File: config.mk
export PLATFORM = sky130hd
export DESIGN_NAME = dmem_arbiter
export DESIGN_NICKNAME = d
export VERILOG_FILES = /design/src/rtl/dmem_arbiter.sv
export SDC_FILE = /design/constraint.sdc
export NUM_CORES = 1
export LEC_CHECK = 0
export ABC_AREA = 1
export CORE_AREA = 5 5 105 107
export CTS_BUF_LIST = sky130_fd_sc_hd__clkbuf_4
export CTS_CLUSTER_DIAMETER = 120
export DETAILED_ROUTE_END_ITERATION = 10
export DIE_AREA = 0 0 110 112
export GPL_TIMING_DRIVEN = 1
export SLEW_MARGIN = 30
export SYNTH_ARGS = -nofsm -noshare
export SYNTH_HDL_FRONTEND = slang
export SYNTH_SLANG_ARGS = --single-unit
File: constraint.sdc
create_clock -name clk -period 1.8 [get_ports clk]
set_input_delay 0.54 -clock clk [delete_from_list [all_inputs] [get_ports clk]]
set_output_delay 0.54 -clock clk [all_outputs]
set_load 0.05 [all_outputs]
File: src/rtl/dmem_arbiter.sv
// Single-port data-memory arbiter between the pipeline MEM stage and a program/data loader.
// The CPU has priority, the loader gets a slot after STARVE_MAX denied cycles, and boot hands the loader exclusive ownership.
module dmem_arbiter #(
    parameter int AW         = 8,
    parameter int STARVE_MAX = 3
) (
    input  logic          clk,
    input  logic          rst,
    input  logic          cpu_req,
    input  logic          cpu_we,
    input  logic [31:0]   cpu_addr,
    input  logic [31:0]   cpu_wdata,
    output logic          cpu_stall,
    output logic          cpu_rvalid,
    output logic [31:0]   cpu_rdata,
    input  logic          ld_req,
    input  logic          ld_we,
    input  logic [31:0]   ld_addr,
    input  logic [31:0]   ld_wdata,
    output logic          ld_gnt,
    output logic          ld_rvalid,
    output logic [31:0]   ld_rdata,
    input  logic          boot,
    output logic          mem_en,
    output logic          mem_we,
    output logic [AW-1:0] mem_addr,
    output logic [31:0]   mem_wdata,
    input  logic [31:0]   mem_rdata,
    output logic          misalign_err
);
    localparam int SW = (STARVE_MAX < 3) ? 2 : $clog2(STARVE_MAX + 1);
    localparam logic [SW-1:0] STARVE_LIM = SW'(STARVE_MAX);

    localparam logic [1:0] ST_IDLE = 2'd0;
    localparam logic [1:0] ST_CPU  = 2'd1;
    localparam logic [1:0] ST_LD   = 2'd2;

    logic [1:0]    state_q, state_d;
    logic          rd_q, rd_d;
    logic [SW-1:0] starve_q, starve_d;
    logic          misalign_q, misalign_d;

    logic          cpu_gnt;
    logic          g_we;
    logic [31:0]   g_addr;
    logic [31:0]   g_wdata;
    logic          misaligned;
    logic          unused_addr_bits;

    always_comb begin
        cpu_gnt = 1'b0;
        ld_gnt  = 1'b0;
        if (!rst) begin
            if (boot)
                ld_gnt = ld_req;
            else if (ld_req && (starve_q >= STARVE_LIM))
                ld_gnt = 1'b1;
            else if (cpu_req)
                cpu_gnt = 1'b1;
            else if (ld_req)
                ld_gnt = 1'b1;
        end
    end

    always_comb begin
        g_we    = 1'b0;
        g_addr  = '0;
        g_wdata = '0;
        if (cpu_gnt) begin
            g_we    = cpu_we;
            g_addr  = cpu_addr;
            g_wdata = cpu_wdata;
        end else if (ld_gnt) begin
            g_we    = ld_we;
            g_addr  = ld_addr;
            g_wdata = ld_wdata;
        end
    end

    assign misaligned       = (cpu_gnt | ld_gnt) && (g_addr[1:0] != 2'b00);
    assign unused_addr_bits = ^g_addr[31:AW+2];

    // A misaligned write is dropped; a misaligned read still goes out on the word address.
    assign mem_en    = cpu_gnt | ld_gnt;
    assign mem_we    = g_we & ~misaligned;
    assign mem_addr  = g_addr[AW+1:2];
    assign mem_wdata = g_wdata;

    assign cpu_stall = cpu_req & ~cpu_gnt & ~rst;

    always_comb begin
        state_d    = ST_IDLE;
        if (cpu_gnt)
            state_d = ST_CPU;
        else if (ld_gnt)
            state_d = ST_LD;
        rd_d       = mem_en & ~g_we;
        misalign_d = misalign_q | misaligned;
        starve_d   = '0;
        if (ld_req && !ld_gnt)
            starve_d = (starve_q == '1) ? starve_q : starve_q + 1'b1;
    end

    always_ff @(posedge clk) begin
        if (rst) begin
            state_q    <= ST_IDLE;
            rd_q       <= 1'b0;
            starve_q   <= '0;
            misalign_q <= 1'b0;
        end else begin
            state_q    <= state_d;
            rd_q       <= rd_d;
            starve_q   <= starve_d;
            misalign_q <= misalign_d;
        end
    end

    // Return routing follows the owner recorded last cycle, so a boot change cannot misdirect it.
    assign cpu_rvalid   = (state_q == ST_CPU) & rd_q;
    assign ld_rvalid    = (state_q == ST_LD) & rd_q;
    assign cpu_rdata    = cpu_rvalid ? mem_rdata : 32'd0;
    assign ld_rdata     = ld_rvalid ? mem_rdata : 32'd0;
    assign misalign_err = misalign_q;

endmodule

==> After elaboration in Yosys (flattened, before gate mapping) <==
Cells that the tools add are included.
{ "totals": {"input_bits": 167, "regBits": 6, "word_cells": 49, "output_inout_bits": 111} }
{ "op_classes": {"add_sub_neg": 1, "eq_ne": 3, "n_mux": 19, "n_bitwise": 13, "order_cmp": 1, "n_reduce_logical": 7} }
{ "op_table": {"columns": ["operator", "n"], "rows": [
  ["2-to-1 mux 32 bit", 4],
  ["2-to-1 mux 10 bit", 2],
  ["2-to-1 mux 1 bit", 12],
  ["bitwise AND 1 bit", 6],
  ["inverter 1 bit", 5],
  ["== test 2 bit, second input constant", 2],
  ["OR reduction 2 bit", 2],
  ["logical AND 1 bit", 3],
  ["adder 2 x 1 -> 2 bit, second input constant", 1],
  ["== test 2 x 1 -> 1 bit, second input constant", 1],
  [">= comparator 2 bit, second input constant", 1],
  ["2-to-1 mux 2 bit", 1],
  ["OR 1 bit", 2],
  ["nonzero test 2 bit", 1],
  ["logical NOT 1 bit", 1]
]} }

==> Depth between registers and ports, before layout <==
Gate-level depths: netlist of the first run.
{ "logic_depth": {"word_depth": 11, "depth_mapped": 9} }

==> Least setup slack after synthesis of the first run <==
Ideal clock, no wire load.
{ "synth_timing": {"kind": "register to output", "startpoint": "register state_q[1]", "endpoint": "output ld_rdata[10]", "setup_slack_ps": -820, "arrival_time_ps": 2080, "t_required_ps": 1260, "stages_incl_launch_ff": 6, "cell_sequence": "dfxtp_1 inv_1 nor3_2 inv_1 buf_2 nor2_1"} }
{ "synth_via": {"elab_chain_len": 3} }
{ "synth_rtl": {"columns": ["element", "line", "rtl"], "rows": [
  ["start, declared", "38", "logic [1:0] state_q, state_d;"],
  ["start signal, assigned", "111", "state_q <= state_d;"],
  ["== test 2 bit", "120", "assign ld_rvalid = (state_q == ST_LD) & rd_q;"],
  ["bitwise AND 1 bit", "120", null],
  ["named net ld_rvalid", "21", "output logic ld_rvalid,"],
  ["2-to-1 mux 32 bit", "122", "assign ld_rdata = ld_rvalid ? mem_rdata : 32'd0;"],
  ["end, declared", "22", "output logic [31:0] ld_rdata,"]
]} }
The timed path passes the listed nets, and every way through them passes these cells.

==> Worst setup path in the final report of the first run <==
{ "layout_timing": {"startpoint": "register starve_q[0]", "endpoint": "output mem_we"} }
{ "layout_via": {"elab_chain_len": 11, "word_cells_on_any_way": 17} }
{ "layout_rtl": {"columns": ["element", "line", "rtl"], "rows": [
  ["start, declared", "40", "logic [SW-1:0] starve_q, starve_d;"],
  ["start signal, assigned", "113", "starve_q <= starve_d;"],
  [">= comparator 2 bit (*)", "56", "else if (ld_req && (starve_q >= STARVE_LIM))"],
  ["logical AND 1 bit (*)", "56", null],
  ["2-to-1 mux 1 bit", "56", null],
  ["2-to-1 mux 1 bit", "54", "if (boot)"],
  ["2-to-1 mux 1 bit", "53", "if (!rst) begin"],
  ["2-to-1 mux 10 bit", "73", "end else if (ld_gnt) begin"],
  ["2-to-1 mux 10 bit", "69", "if (cpu_gnt) begin"],
  ["nonzero test 2 bit", "80", "assign misaligned = (cpu_gnt | ld_gnt) && (g_addr[1:0] != 2'b00);"],
  ["logical AND 1 bit", "80", null],
  ["inverter 1 bit", "85", "assign mem_we = g_we & ~misaligned;"],
  ["bitwise AND 1 bit (*)", "85", null],
  ["end, declared", "25", "output logic mem_we,"]
]} }
Every way passes the cells marked *; elsewhere a longest branch is shown, timed or not.

==> metrics.md, run 1 <==
| Metric | Value |
|---|---|
| Final HPWL DP | `8580 um` |
| TritonRoute pass-1 iters | `4` |
| N_diodes | `0` |
| Synth Net Count | `448` |
| Clock share of power | `7.0%` |
| Compound-gate portion of the synthesized area | `1.22%` |
| CTS H-tree depth | `1` |
| Final Slew Violations | `0` |
| Clock slew at reported path FFs | `40 ps` |
| Switch Pwr | `0.000766 W` |
| Net Sw Frac | `44.9%` |
| Hold Slack | `443 ps` |
| Crit. End Element | `primary output` |
| Max Cap Viol | `0` |
| CTS tree | `yes` |
| Fin crit period | `2150 ps` |
| Post-layout util | `68.1%` |
| Clk root buf | `clkbuf_4` |
| Max incr delay on CP | `350 ps` |
| Layout area overhead | `455%` |
| Seq cells post-synth | `6` |
| Post-synth top flop | `dfxtp_1` |
| Crit path DAT | `1610 ps` |
| RSZ-0062 raised after global routing | `yes` |
| Final net count | `722` |
| Number of routed nets with antenna violations | `0` |
| Ys async rst share | `0%` |
| Static Leakage | `3.04 nW` |
| Power per standard cell area | `249 mW/mm^2` |
| Layout filler cell count | `705` |
| Worst-Margin Slew | `206 ps` |
| CP Cell Sequence | `ha_4 > nand2_2 > nand3_4 > inv_6 > buf_12 > nand2_1 > nand2_4 > nand2_4 > clkinvlp_4 > buf_12` |
| Die area | `0.0123 mm^2` |
| Buf+Inv Stages, Crit Path | `4` |
| Clock latency on the worst-skew pair | `240 ps` |
| First-pass GRT wire length | `17000 um` |
| Grt total ovfl | `0` |
| Place WS | `-773 ps` |
| Initial core utilization | `12.3%` |
| Vias/cell | `4.09` |
| Synth area leader | `nand2_1` |
| Routed WL | `11500 um` |
| Critical path class | `reg2out` |
| Num CTS Buffers | `3` |
| Seq/Total Area, Yosys | `9.74%` |
| Setup TNS | `-21780 ps` |
| Initial antenna violation count | `1` |
| Status | `finished, violations left` |
| Clock skew | `4.43 ps` |
| Final setup margin | `-347 ps` |
| HP Class | `reg2reg` |
| FF+latch area | `126 um^2` |
| WL/cell | `16.7 um` |
| Cell Int Power | `0.000938 W` |
| Sequential share of power | `8.7%` |
| Syn_area_per_cell | `4.41 um^2` |
| Mapped cell area | `0.00123 mm^2` |
| Setup violators final | `108` |
| Row count | `37` |
| Die W | `110 um` |
| Main combinational cell family by area after synthesis | `simple AND/OR/NAND/NOR gates` |
| CTS Hold Bufs | `0` |
| Slowest CP cell | `dfxtp_2` |
| Iter 0 DRT Violations | `71` |
| Rel. slew slack | `86.2%` |
| Synth Area in XOR/XNOR | `0%` |
| Yosys warnings | `0` |
| DRC violations left | `0` |
| CP delay by family, top | `simple AND/OR/NAND/NOR gates` |
| Worst VDD drop | `0.142 mV` |
| Largest net degree at the start of global routing | `15` |
| Post-synthesis mux area share | `0%` |
| Die H | `112 um` |
| Vias in the first global route | `3189` |
| Logic gate share of total power | `84.4%` |
| CP max FO | `4` |
| Via count | `2816` |
| Highest clock rate | `466 MHz` |
| Failing checks | `negative setup slack` |
| Core area | `0.0100 mm^2` |
| Port buffer count | `233` |
| Area fraction of the dominant cell type after synthesis | `39.9%` |
| Gate Count Post-Synth | `280` |
| Final Wtd Congestion | `0.779` |
| Tcrit/Tclk final | `119%` |
| Finished Cell Area | `0.00684 mm^2` |
| Most numerous cell in the Yosys netlist | `nand2_1` |
| Top-Level Pins | `278` |
| CP Launch Type | `register` |
| Area of the multi-input gates | `0.00211 mm^2` |
| Synth top cells by count | `nand2_1, nor2_1, inv_1, buf_4, dfxtp_1` |
| Share of cells above drive strength 1 | `75.0%` |
| Cell variety after synth | `17` |
| Worst-case clock buffer depth | `2` |
| # clock sinks | `6` |
| CP Data Required Time | `1260 ps` |
| Post-synthesis adder-cell area fraction | `1.01%` |
| Hold Violations, Final | `0` |
| Post-synthesis simple-gate area fraction | `66.4%` |
| DP Area | `0.00560 mm^2` |
| Gr usage total | `17.7%` |
| Post-synth EDFFs | `0` |
| Synth area leaders | `nand2_1, nor2_1, inv_1` |
## metal layers
metal | up-vias | wire length [um] | GRT usage (%)
met5 | - | 20 | 0
met4 | 2 | 135 | 3.33
met3 | 12 | 1510 | 6.43
met2 | 170 | 6260 | 35.0
met1 | 1282 | 3530 | 17.1
li1 | 1350 | - | -
## metrics by stage
| step | power [W] | instances |
|---|---|---|
| after floorplan | 0.000675 | 280 |
| after global placement | 0.00136 | 660 |
| after detailed placement | 0.00137 | 660 |
| after CTS | 0.00170 | 690 |
| after global routing | 0.00177 | 688 |
| final | 0.00170 | 688 |
## placed cells by master, fill, tap and decap left out
| master | Yosys | final |
|---|---|---|
| inv_1 | 45 | 7 |
| dfxtp_1 | 6 | 1 |
| buf_2 | 3 | 3 |
| a21oi_1 | 3 | 3 |
| clkinv_4 | 0 | 1 |
| nor3_4 | 0 | 2 |
| ha_4 | 0 | 1 |
| nand3_1 | 4 | 2 |
| clkbuf_4 | 0 | 3 |
| dlygate4sd2_1 | 0 | 20 |
| clkdlybuf4s50_1 | 0 | 93 |
| buf_12 | 0 | 127 |
| inv_4 | 0 | 3 |
| nor2_1 | 66 | 1 |
| clkinvlp_4 | 0 | 1 |
| buf_8 | 0 | 4 |
| nor2_2 | 1 | 1 |
| nand3_4 | 0 | 3 |
| dlymetal6s2s_1 | 0 | 5 |
| inv_8 | 0 | 1 |
| buf_4 | 8 | 16 |
| nand4_1 | 1 | 1 |
| nand2_4 | 0 | 81 |
| nor2_4 | 1 | 66 |
| dfxtp_2 | 0 | 5 |
| inv_6 | 0 | 1 |
| inv_12 | 0 | 1 |
| nand2_1 | 131 | 5 |
| nand2_2 | 1 | 46 |
| buf_6 | 0 | 8 |
| inv_2 | 3 | 33 |
| buf_16 | 0 | 7 |
## logic make-up (layout without fill, tap and decap cells)
| group | Yosys count | count (layout) |
|---|---|---|
| and+or+nand+nor | 208 | 208 |
| buffers and inverters | 62 | 334 |
| DFF | 6 | 6 |
| AOI/OAI and AO/OA | 3 | 3 |
| adders and majority gates | 1 | 1 |
## registers in the layout, indices dropped and copies added, names as in the netlist
signal	flops
starve_q	2
rd_q	1
state_q	2
misalign_err	1
## repair_timing
item                                    in CTS  in global routing
endpoints found under the setup margin     108                109
pin swaps                                   54                 61
gates cloned                                12                  0
setup buffers                               16                 11
gates resized for setup                    249                 75
## cell type report
class	count	share of cell area, %
inverters	48	3.24
clock buffers	3	0.329
multi-input cells	212	30.9
repair buffers	283	61.2
flip-flops and latches	6	1.85
well taps	136	2.49
## power groups by stage
stage               registers, W  clock network (W)  logic [W]
global route            0.000148           0.000130    0.00150
floorplan               0.000153                  0   0.000522
detailed placement      0.000147                  0    0.00122
finish                  0.000147           0.000119    0.00144
global placement        0.000147                  0    0.00121
CTS                     0.000147           0.000126    0.00142
## path summary, 6_finish.rpt
| check | startpoint | endpoint | slack [ps] | cells past startpoint |
|---|---|---|---|---|
| worst max-delay path | starve_q[0] | mem_we | -350 | 10 |
| worst min-delay path | starve_q[0] | starve_q[0] | 440 | 1 |
| worst max register to register | starve_q[0] | rd_q | 400 | 9 |
| worst min register to register | starve_q[0] | starve_q[0] | 440 | 1 |
(Power assumes the default switching activity.)
==> inputs of run 2 (changes only) <==
--- a/config.mk
+++ b/config.mk
@@ -12,6 +12,7 @@
 export DETAILED_ROUTE_END_ITERATION = 10
 export DIE_AREA = 0 0 110 112
 export GPL_TIMING_DRIVEN = 1
+export SKIP_LAST_GASP = 1
 export SLEW_MARGIN = 30
 export SYNTH_ARGS = -nofsm -noshare
 export SYNTH_HDL_FRONTEND = slang
==> run 2 against run 1 <==
- the flow still finishes with violations (negative setup slack)
- worst hold slack got worse by 0.79 ps
- sequential share of layout area barely moved
- fmax fell by 0.10%
- wire length increased by 0.95%
- critical path depth rose by 1
- clock-buffer cell count is the same
- register-to-register slack better by 20 ps
- first-iteration DRC count rose by 17%
- global-route usage increased by 0.070 points
- cell area fell by 0.29%
- sequential cell count unchanged
- die area is the same
- critical path type is now in2out
- critical endpoint is now mem_wdata[20]
- largest cell class unchanged
==> metrics.md, run 2 (synthesized netlist as in run 1, its figures left out) <==
| Metric | Value |
|---|---|
| CTS Hold Bufs | `0` |
| Final Wtd Congestion | `0.779` |
| Tcrit/Tclk final | `119%` |
| CTS tree | `yes` |
| Crit path DAT | `1610 ps` |
| First-pass GRT wire length | `17100 um` |
| Critical path class | `in2out` |
| Worst-Margin Slew | `208 ps` |
| Clock slew at reported path FFs | `40 ps` |
| Setup violators final | `105` |
| Die area | `0.0123 mm^2` |
| Port buffer count | `233` |
| Power per standard cell area | `249 mW/mm^2` |
| Hold Violations, Final | `0` |
| Top-Level Pins | `278` |
| Post-Layout Cell Count | `689` |
| Hold Slack | `442 ps` |
| Grt total ovfl | `0` |
| Status | `finished, violations left` |
| Final HPWL DP | `8580 um` |
| Share of cells above drive strength 1 | `74.7%` |
| Worst VDD drop | `0.142 mV` |
| RSZ-0062 raised after global routing | `yes` |
| Worst-case clock buffer depth | `2` |
| Sequential share of power | `8.7%` |
| Final Slew Violations | `0` |
| CP max FO | `7` |
| Post-layout util | `67.9%` |
| Routed WL | `11600 um` |
| Die H | `112 um` |
| Fin crit period | `2150 ps` |
| Switch Pwr | `0.000765 W` |
| Logic gate share of total power | `84.3%` |
| Max Cap Viol | `0` |
| Setup TNS | `-22530 ps` |
| Iter 0 DRT Violations | `83` |
| Row count | `37` |
| CP Launch Type | `input pin` |
| Die W | `110 um` |
| CTS H-tree depth | `1` |
| Failing checks | `negative setup slack` |
| Final setup margin | `-349 ps` |
| # clock sinks | `6` |
| Clock skew | `5.31 ps` |
| Via count | `2848` |
| Num CTS Buffers | `3` |
| CP Data Required Time | `1260 ps` |
| Initial core utilization | `12.3%` |
| Most common cell after layout, fill and taps aside | `buf_12` |
| Vias in the first global route | `3192` |
| Net Sw Frac | `45.0%` |
| Placed cell count | `660` |
| Clock latency on the worst-skew pair | `240 ps` |
| Final net count | `723` |
| Crit. End Element | `primary output` |
| Most frequent cells in the layout | `buf_12, clkdlybuf4s50_1, nand2_4, nor2_4, nand2_2` |
| Layout area overhead | `453%` |
| Rel. slew slack | `86.1%` |
| Top Registers | `starve_q (2), state_q (2)` |
| Static Leakage | `3.03 nW` |
| TritonRoute pass-1 iters | `4` |
| Initial antenna violation count | `1` |
| Number of routed nets with antenna violations | `0` |
| N_diodes | `0` |
| HP Class | `reg2reg` |
| Largest net degree at the start of global routing | `15` |
| Cell Int Power | `0.000936 W` |
| Highest clock rate | `465 MHz` |
| Gr usage total | `17.8%` |
| Clock share of power | `7.0%` |
| DRC violations left | `0` |
| Vias/cell | `4.13` |
| WL/cell | `16.8 um` |
| Core area | `0.0100 mm^2` |
| Clk root buf | `clkbuf_4` |
-- run 2: cell type report --
class | instances | area (um^2)
Tap cell | 136 | 170
Sequential cell | 6 | 126
Clock buffer | 3 | 22.5
Multi-Input combinational cell | 212 | 2090
Fill cell | 713 | 3220
Inverter | 48 | 219
Timing Repair Buffer | 284 | 4190
-- run 2: power groups by stage --
stage               logic (W)  registers, W  clock network (W)
finish                0.00143      0.000147           0.000119
global route          0.00149      0.000148           0.000130
floorplan            0.000522      0.000153                  0
CTS                   0.00142      0.000147           0.000126
detailed placement    0.00122      0.000147                  0
global placement      0.00121      0.000147                  0
-- run 2: critical path: stages --
cell and delay, ps:
buf_8 80, buf_12 100, inv_12 30, nor2_4 80
nand3_2 110, inv_4 110, buf_12 130, buf_12 150
nand2_4 60, nand2_4 80, buf_12 130
-- run 2: through the flow --
| step | worst slack (ps) | instance area (um^2) | power (W) |
|---|---|---|---|
| after floorplan | -228 | 1910 | 0.000675 |
| after global placement | -746 | 5600 | 0.00136 |
| after detailed placement | -773 | 5600 | 0.00137 |
| after CTS | -431 | 6750 | 0.00170 |
| after global routing | -416 | 6820 | 0.00177 |
| final | -349 | 6820 | 0.00170 |
-- run 2: worst paths after layout --
check              start       endpoint  slack [ps]  depth (start not counted)
max reg2reg  starve_q[0]           rd_q         420                         10
min reg2reg  starve_q[0]    starve_q[0]         440                          1
max              cpu_req  mem_wdata[20]        -350                         11
min          starve_q[0]    starve_q[0]         440                          1
-- run 2: timing repair --
action | CTS | global route
endpoints found under the setup margin | 108 | 109
pin swaps | 54 | 60
gates resized for setup | 246 | 68
gates cloned | 12 | 0
buffers inserted | 16 | 11
-- run 2: routing by layer --
layer	wire length [um]	share of wire, %	track usage, %	vias to the layer above
li1	-	-	-	1355
met1	3570	31	17.2	1299
met2	6330	55	35.2	176
met3	1490	13	6.43	16
met4	167	1.4	3.33	2
met5	20	0.17	0	-
